<file path="config.mk">
export PLATFORM = sky130hd
export DESIGN_NAME = ssf_io_bridge_flat
export DESIGN_NICKNAME = d
export VERILOG_FILES = /design/src/rtl/ssf_io_pkg.sv /design/src/rtl/ssf_io_bridge_if.sv /design/src/rtl/ssf_sync_fifo.sv /design/src/rtl/ssf_io_bridge.sv /design/src/flat_wrapper.sv
export SDC_FILE = /design/constraint.sdc
export NUM_CORES = 1
export LEC_CHECK = 0
export CAP_MARGIN = 20
export CORE_AREA = 2 2 275 277
export CTS_CLUSTER_SIZE = 8
export DETAILED_ROUTE_END_ITERATION = 16
export DIE_AREA = 0 0 277 279
export GPL_TIMING_DRIVEN = 0
export HOLD_SLACK_MARGIN = 0.05
export PLACE_DENSITY = 0.79
export SYNTH_ARGS = -nofsm -noshare
export SYNTH_HDL_FRONTEND = slang
export SYNTH_SLANG_ARGS = --single-unit
</file>
<file path="constraint.sdc">
create_clock -name clk -period 15.1 [get_ports clk]
set_input_delay 1.51 -clock clk [delete_from_list [all_inputs] [get_ports clk]]
set_output_delay 1.51 -clock clk [all_outputs]
set_load 0.01 [all_outputs]
</file>
<file path="src/rtl/ssf_io_pkg.sv">
// rtl/ssf_io_pkg.sv - shared constants and helpers for the ssf I/O bridge
package ssf_io_pkg;
  localparam int NUBITS_DEF = 32;
  localparam int FDEPTH_DEF = 8;

  // Ceiling log2 for elaboration-time sizing.
  function automatic int clog2(input int n);
    int r;
    r = 0;
    while ((1 << r) < n) r++;
    return r;
  endfunction

  // Isolate the lowest set bit, giving a one-hot priority pick.
  function automatic logic [31:0] lowest_set(input logic [31:0] v);
    return v & (~v + 32'd1);
  endfunction
endpackage

</file>
<file path="src/rtl/ssf_io_bridge_if.sv">
// rtl/ssf_io_bridge_if.sv - core port and stream bundle; SSF_IO_BRIDGE_COUNT_EN adds xfer_cnt
interface ssf_io_bridge_if import ssf_io_pkg::*; #(
  parameter int NUBITS = NUBITS_DEF,
  parameter int NUIOIN = 2,
  parameter int NUIOOU = 2
);
  logic signed [NUBITS-1:0]        io_in;
  logic [NUIOIN-1:0]               req_in;
  logic signed [NUBITS-1:0]        io_out;
  logic [NUIOOU-1:0]               out_en;
  logic [NUIOIN*NUBITS-1:0]        s_data;
  logic [NUIOIN-1:0]               s_valid;
  logic [NUIOIN-1:0]               s_ready;
  logic [NUIOOU*NUBITS-1:0]        m_data;
  logic [NUIOOU-1:0]               m_valid;
  logic [NUIOOU-1:0]               m_ready;
  logic [NUIOIN-1:0]               underflow;
  logic [NUIOOU-1:0]               overflow;
`ifdef SSF_IO_BRIDGE_COUNT_EN
  logic [(NUIOIN+NUIOOU)*16-1:0]   xfer_cnt;
`endif

  modport slave (
`ifdef SSF_IO_BRIDGE_COUNT_EN
    output xfer_cnt,
`endif
    output io_in, s_ready, m_data, m_valid, underflow, overflow,
    input  req_in, io_out, out_en, s_data, s_valid, m_ready
  );

  modport master (
`ifdef SSF_IO_BRIDGE_COUNT_EN
    input  xfer_cnt,
`endif
    input  io_in, s_ready, m_data, m_valid, underflow, overflow,
    output req_in, io_out, out_en, s_data, s_valid, m_ready
  );
endinterface

</file>
<file path="src/rtl/ssf_sync_fifo.sv">
// rtl/ssf_sync_fifo.sv - single-clock FIFO with optional push-through-when-full-on-pop
module ssf_sync_fifo import ssf_io_pkg::*; #(
  parameter int NUBITS = NUBITS_DEF,
  parameter int FDEPTH = FDEPTH_DEF
) (
  input  logic              clk,
  input  logic              rst,
  input  logic              push,
  input  logic [NUBITS-1:0] push_data,
  input  logic              pop,
  input  logic              force_push_on_pop,
  output logic [NUBITS-1:0] head,
  output logic              full,
  output logic              empty
);
  localparam int AW = clog2(FDEPTH);
  localparam int CW = AW + 1;

  logic [NUBITS-1:0] mem [FDEPTH];
  logic [AW-1:0]     wr_ptr, rd_ptr;
  logic [CW-1:0]     count;
  logic              do_push, do_pop;

  assign full    = (count == CW'(FDEPTH));
  assign empty   = (count == '0);
  assign do_pop  = pop & ~empty;
  // A full FIFO only takes a word when the caller opts in and a pop frees the slot this edge.
  assign do_push = push & (~full | (force_push_on_pop & do_pop));
  assign head    = mem[rd_ptr];

  // Pointer and occupancy bookkeeping; pointers wrap naturally at FDEPTH.
  always_ff @(posedge clk) begin
    if (rst) begin
      wr_ptr <= '0;
      rd_ptr <= '0;
      count  <= '0;
    end else begin
      if (do_push) wr_ptr <= wr_ptr + 1'b1;
      if (do_pop)  rd_ptr <= rd_ptr + 1'b1;
      count <= count + CW'(do_push) - CW'(do_pop);
    end
  end

  // Storage write; contents are not cleared, the pointers make them unreachable.
  always_ff @(posedge clk) begin
    if (!rst && do_push) mem[wr_ptr] <= push_data;
  end
endmodule

</file>
<file path="src/rtl/ssf_io_bridge.sv">
// rtl/ssf_io_bridge.sv - proc_fx I/O responder with per-channel FIFOs; SSF_IO_BRIDGE_COUNT_EN adds transfer counters
module ssf_io_bridge import ssf_io_pkg::*; #(
  parameter int NUBITS = NUBITS_DEF,
  parameter int NUIOIN = 2,
  parameter int NUIOOU = 2,
  parameter int FDEPTH = FDEPTH_DEF
) (
  input logic             clk,
  input logic             rst,
  ssf_io_bridge_if.slave  bus
);
  logic [NUIOIN-1:0] sel, in_full, in_empty, in_pop;
  logic [NUBITS-1:0] in_head [NUIOIN];
  logic [NUBITS-1:0] hold_q  [NUIOIN];
  logic [NUIOIN-1:0] udf_q;
  logic [NUBITS-1:0] io_in_c;

  logic [NUIOOU-1:0] out_full, out_empty, out_ok;
  logic [NUBITS-1:0] out_head [NUIOOU];
  logic [NUIOOU-1:0] ovf_q;

  // Only the lowest requested channel is served; other request bits are ignored.
  assign sel    = NUIOIN'(lowest_set(32'(bus.req_in)));
  assign in_pop = sel & ~in_empty;

  for (genvar k = 0; k < NUIOIN; k++) begin : g_in
    ssf_sync_fifo #(.NUBITS(NUBITS), .FDEPTH(FDEPTH)) u_fifo (
      .clk(clk), .rst(rst),
      .push(bus.s_valid[k]), .push_data(bus.s_data[k*NUBITS +: NUBITS]),
      .pop(in_pop[k]), .force_push_on_pop(1'b0),
      .head(in_head[k]), .full(in_full[k]), .empty(in_empty[k])
    );
  end

  assign bus.s_ready   = rst ? '0 : ~in_full;
  assign bus.io_in     = io_in_c;
  assign bus.underflow = udf_q;

  // Core input mux: the core cannot stall, so an empty channel replays its last delivered word.
  always_comb begin
    io_in_c = '0;
    for (int k = 0; k < NUIOIN; k++) begin
      if (sel[k]) io_in_c = in_empty[k] ? hold_q[k] : in_head[k];
    end
  end

  // Hold registers remember each channel's last popped word; underflow is sticky until reset.
  always_ff @(posedge clk) begin
    if (rst) begin
      for (int k = 0; k < NUIOIN; k++) hold_q[k] <= '0;
      udf_q <= '0;
    end else begin
      for (int k = 0; k < NUIOIN; k++) begin
        if (in_pop[k]) hold_q[k] <= in_head[k];
        if (sel[k] && in_empty[k]) udf_q[k] <= 1'b1;
      end
    end
  end

  // Every flagged output channel captures the same core word.
  for (genvar k = 0; k < NUIOOU; k++) begin : g_out
    ssf_sync_fifo #(.NUBITS(NUBITS), .FDEPTH(FDEPTH)) u_fifo (
      .clk(clk), .rst(rst),
      .push(bus.out_en[k]), .push_data(bus.io_out),
      .pop(bus.m_ready[k]), .force_push_on_pop(1'b1),
      .head(out_head[k]), .full(out_full[k]), .empty(out_empty[k])
    );
    assign bus.m_valid[k]                   = ~out_empty[k];
    assign bus.m_data[k*NUBITS +: NUBITS]   = out_empty[k] ? '0 : out_head[k];
  end

  // A full channel still accepts when the sink drains it in the same cycle.
  assign out_ok       = bus.out_en & (~out_full | bus.m_ready);
  assign bus.overflow = ovf_q;

  // Sticky overflow on dropped core writes.
  always_ff @(posedge clk) begin
    if (rst) ovf_q <= '0;
    else     ovf_q <= ovf_q | (bus.out_en & ~out_ok);
  end

`ifdef SSF_IO_BRIDGE_COUNT_EN
  logic [15:0] cnt_q [NUIOIN+NUIOOU];

  // Wrapping per-channel counts of served reads and accepted writes.
  always_ff @(posedge clk) begin
    if (rst) begin
      for (int i = 0; i < NUIOIN + NUIOOU; i++) cnt_q[i] <= '0;
    end else begin
      for (int i = 0; i < NUIOIN; i++) if (in_pop[i]) cnt_q[i] <= cnt_q[i] + 16'd1;
      for (int j = 0; j < NUIOOU; j++) if (out_ok[j]) cnt_q[NUIOIN+j] <= cnt_q[NUIOIN+j] + 16'd1;
    end
  end

  for (genvar i = 0; i < NUIOIN + NUIOOU; i++) begin : g_cnt
    assign bus.xfer_cnt[i*16 +: 16] = cnt_q[i];
  end
`endif
endmodule

</file>
<file path="src/flat_wrapper.sv">
// flat-port wrapper written by rule: the top's interface ports become plain ports
module ssf_io_bridge_flat import ssf_io_pkg::*;
#(
  parameter int NUBITS = NUBITS_DEF,
  parameter int NUIOIN = 2,
  parameter int NUIOOU = 2,
  parameter int FDEPTH = FDEPTH_DEF
)
  (clk, rst, bus_io_in, bus_s_ready, bus_m_data, bus_m_valid, bus_underflow, bus_overflow, bus_req_in, bus_io_out, bus_out_en, bus_s_data, bus_s_valid, bus_m_ready);
  ssf_io_bridge_if #(.NUBITS(NUBITS), .NUIOIN(NUIOIN), .NUIOOU(NUIOOU)) bus_i ();
  input logic clk;
  input logic rst;
  output wire logic [$bits(bus_i.io_in)-1:0] bus_io_in;
  output wire logic [$bits(bus_i.s_ready)-1:0] bus_s_ready;
  output wire logic [$bits(bus_i.m_data)-1:0] bus_m_data;
  output wire logic [$bits(bus_i.m_valid)-1:0] bus_m_valid;
  output wire logic [$bits(bus_i.underflow)-1:0] bus_underflow;
  output wire logic [$bits(bus_i.overflow)-1:0] bus_overflow;
  input wire logic [$bits(bus_i.req_in)-1:0] bus_req_in;
  input wire logic [$bits(bus_i.io_out)-1:0] bus_io_out;
  input wire logic [$bits(bus_i.out_en)-1:0] bus_out_en;
  input wire logic [$bits(bus_i.s_data)-1:0] bus_s_data;
  input wire logic [$bits(bus_i.s_valid)-1:0] bus_s_valid;
  input wire logic [$bits(bus_i.m_ready)-1:0] bus_m_ready;
  assign bus_io_in = bus_i.io_in;
  assign bus_s_ready = bus_i.s_ready;
  assign bus_m_data = bus_i.m_data;
  assign bus_m_valid = bus_i.m_valid;
  assign bus_underflow = bus_i.underflow;
  assign bus_overflow = bus_i.overflow;
  assign bus_i.req_in = bus_req_in;
  assign bus_i.io_out = bus_io_out;
  assign bus_i.out_en = bus_out_en;
  assign bus_i.s_data = bus_s_data;
  assign bus_i.s_valid = bus_s_valid;
  assign bus_i.m_ready = bus_m_ready;
  ssf_io_bridge #(.NUBITS(NUBITS), .NUIOIN(NUIOIN), .NUIOOU(NUIOOU), .FDEPTH(FDEPTH)) u_core (.clk(clk), .rst(rst), .bus(bus_i));
endmodule
</file>
==> key figures <==
Status
  – Outcome: complete, no violations

Setup path
  – Buf/Inv on CP: 4
  – CP max stage cell: clkdlybuf4s50_1
  – Max Fanout on Critical Path: 10
  – Crit path kind: input pin to output pin
  – Crit path DAT: 4.24 ns
  – CP required: 13.59 ns
  – Critical path startpoint category: input pin
  – Crit path capture type: output pin
  – Cell class contributing the biggest share of worst-path delay: buffers and inverters
  – Max incr delay on CP: 0.66 ns
  – Crit path cell chain: clkdlybuf4s50_1, and3_1, clkbuf_1, clkbuf_1, a22oi_1, o221ai_1, clkdlybuf4s50_1

STA
  – Actual slew at the worst max-slew pin: 1.108 ns
  – Final Hold Fails: 0
  – Sum Neg Setup Slack: 0 ns
  – Tcrit/Tclk final: 38.09%
  – Max-slew violations: 0
  – RSZ-0062 raised after global routing: no
  – Worst rel slew slack: 26.12%
  – Min cycle time layout: 5.752 ns
  – Clock Skews: 0.04565 ns
  – Maximum operating frequency: 173.9 MHz
  – Final setup fails: 0

Yosys
  – Synth Area in XOR/XNOR: 0.4564%
  – Syn Std Cell Area: 44130 um^2
  – Synth top area share: 74.03%
  – Compound-Gate Fraction of Synth Area: 1.483%
  – Adder-cell share of the synthesized area: 1.060%
  – Post-synth ARST share: 0%
  – Simple-gate portion of the synthesized area: 2.699%
  – Mean Syn Cell Area: 21.24 um^2
  – Mux contribution to synthesized area: 16.09%
  – Post-Syn Nets: 2219
  – Largest family of logic cells by synthesized area: multiplexers
  – Syn Inst Count: 2078
  – Synth warn: 0
  – Post-synth EDFFs: 1088
  – Main synth FF type: edfxtp_1
  – Dominant cells by area after synthesis: edfxtp_1 74%, mux4_2 13%, mux2i_1 3.0%, dfxtp_1 2.5%, nor2_1 1.6%
  – Synth top cells by count: 1088 x edfxtp_1, 256 x mux4_2, 185 x nor2_1
  – Sequential fraction of the synthesis area: 76.57%
  – Flops & latches, synth: 1144
  – Most frequent cell after synthesis: edfxtp_1
  – Netlist cell types: 42
  – Area leader, netlist: edfxtp_1

Global routing
  – Largest net degree at the start of global routing: 33
  – Global route overflow: 0
  – Vias in the first global route: 24120
  – First-pass GRT wire length: 156600 um
  – GRT Total Usage: 28.00%
  – Initial antenna violation count: 15

Cells and area
  – Share of layout cells above drive strength 1: 24.13%
  – Fillers: 4089
  – Post-route cell area: 53230 um^2
  – Nets: 2677
  – P&R area growth vs syn: 20.61%

Hold path
  – Hold crit path type: register to register

Run
  – MaxCap Viol Count: 0

Clock network
  – Total setup buffers inserted after CTS: 0
  – TritonCTS clock tree: built
  – Clock transition at path regs: 0.05 ns
  – Clock buffer depth: 3
  – Hold_buf cts: 0
  – CTS Sinks: 1144
  – Htree depth: 4
  – CTS root buf: clkbuf_16
  – Post-CTS sizing: 0
  – Skew-Pair Late Insertion Delay: 0.75 ns
  – CTS buffer count: 161

Floorplanning
  – Core area: 74070 um^2
  – DIE HEIGHT: 279 um
  – Initial Utilization: 59.58%
  – Die area: 77280 um^2
  – # IOs: 210
  – Rows: 100
  – Die Wd: 277 um

Pwr
  – VDD IR-drop max: 0.1632 mV
  – Seq pwr share: 41.2%
  – Clock network power share: 35.7%
  – Pwr per Cell Area: 170.9 nW/um^2
  – Comb power frac: 23.2%
  – Switch share: 27.46%
  – Leakage: 17.01 nW
  – Switching Power: 2.499 mW
  – P_int: 6.601 mW

Route
  – DRC errors left: 0
  – DRT Pass-1 Iters: 5
  – Post-DR wirelength/cell: 29.82 um
  – Antenna-violating nets left: 0
  – Vias: 22860
  – Post-DR vias/cell: 6.412
  – Initial DRC count: 2392
  – Final WL: 106300 um

Placement
  – Gpl congestion: 0.8515
  – Placed cell areas: 48680 um^2
  – DP HPWL: 65670 um
  – # port buffers: 209
worst min-delay path, delay by kind of cell, from the launching register on:
| family | cells | cell delay [ns] |
|---|---|---|
| and+or+nand+nor | 2 | 0.12 |
| DFF | 1 | 0.33 |
layer usage:
metal / wire length (um) / vias to the layer above / GRT usage (%)
met2: 55250 / 1292 / 47.53
met1: 37890 / 11920 / 34.67
met5: 109 / - / 0
met4: 3817 / 16 / 11.52
met3: 9255 / 239 / 7.188
li1: - / 9402 / -
placed cells by master, fill, tap and decap left out, types with 3 or more instances in the layout:
cell / count
edfxtp_1: 1088
mux4_2: 256
clkdlybuf4s50_1: 209
nor2_1: 169
clkbuf_16: 162
mux2i_1: 131
clkbuf_1: 75
dfxtp_1: 56
buf_4: 54
buf_6: 43
a22oi_1: 32
o221ai_1: 32
ha_1: 31
inv_1: 25
buf_2: 25
nor2_4: 16
xor2_1: 16
buf_12: 13
nand2_1: 12
a21oi_1: 12
buf_1: 12
nand3_1: 12
nor2b_1: 9
nor3_2: 9
clkinv_16: 8
diode_2: 7
or3b_1: 7
nand2b_1: 7
xnor2_1: 7
buf_8: 7
a21o_1: 5
inv_2: 4
nor4_2: 4
fa_1: 4
nor4b_2: 3
inv_6: 3
buf_16: 3
state kept, by name, summed over array words and instances (netlist names), named ones only:
name and cells:
u_core.g_in.u_fifo.mem 512, u_core.hold_q 64, u_core.g_out.u_fifo.rd_ptr 6, u_core.g_in.u_fifo.wr_ptr 6
u_core.g_out.u_fifo.count 8, u_core.g_in.u_fifo.count 8, u_core.bus.overflow 2, u_core.bus.underflow 2
u_core.g_out.u_fifo.mem 512, u_core.g_in.u_fifo.rd_ptr 6, u_core.g_out.u_fifo.wr_ptr 6
cell families (layout without fill, tap and decap cells):
family / Yosys count / after routing
mux: 388 / 388
xor+xnor: 23 / 23
fa+ha+maj: 35 / 35
compound gates: 85 / 85
simple gates: 266 / 266
flops: 1144 / 1144
buf+inv: 137 / 649
other cells: 0 / 7
layout make-up:
type                    count  area, um^2  area share (%)
repair buffers            295        3122           5.864
flip-flops and latches   1144       33790           63.48
clock buffers             202        4204           7.898
clock inverters            15       327.8          0.6158
inverters                  29       108.9          0.2045
well taps                 969        1212           2.278
diodes                      7       17.52         0.03291
plain buffers             108       619.3           1.163
multi-input cells         797        9828           18.46
power by group through the flow:
| stage | combinational [mW] | clock, mW | sequential [mW] |
|---|---|---|---|
| final | 2.11 | 3.24 | 3.75 |
| after floorplan | 1.21 | 0 | 3.78 |
| after global placement | 1.98 | 0 | 3.80 |
| after global routing | 2.23 | 3.41 | 3.75 |
| after detailed placement | 2.07 | 0 | 3.80 |
| after CTS | 2.11 | 3.28 | 3.74 |
final timing paths:
check                                        startpoint                                    endpoint  slack, ns  cells after the start
max                                       bus_req_in[0]                               bus_io_in[21]       9.35                      7
min                u_core.bus.underflow[1]$_SDFFE_PP0P_        u_core.bus.underflow[1]$_SDFFE_PP0P_       0.48                      2
max reg2reg  u_core.g_out[0].u_fifo.count[2]$_SDFF_PP0_  u_core.g_out[0].u_fifo.count[2]$_SDFF_PP0_      11.94                     13
min reg2reg        u_core.bus.underflow[1]$_SDFFE_PP0P_        u_core.bus.underflow[1]$_SDFFE_PP0P_       0.48                      2
through the flow:
| step | setup slack, ns | power, mW | cells | hold WS, ns | util [%] |
|---|---|---|---|---|---|
| floorplan | 9.138 | 4.988 | 2078 | 0.4536 | - |
| global placement | 4.571 | 5.777 | 3256 | 0.4518 | 64.05 |
| detailed placement | 9.547 | 5.862 | 3342 | 0.4625 | 65.72 |
| CTS | 9.450 | 9.135 | 3559 | 0.4863 | 71.84 |
| global route | 9.307 | 9.392 | 3564 | 0.5245 | 71.86 |
| finish | 9.348 | 9.100 | 3566 | 0.4771 | 71.87 |
Note: power is estimated with default switching activity, not from simulation.
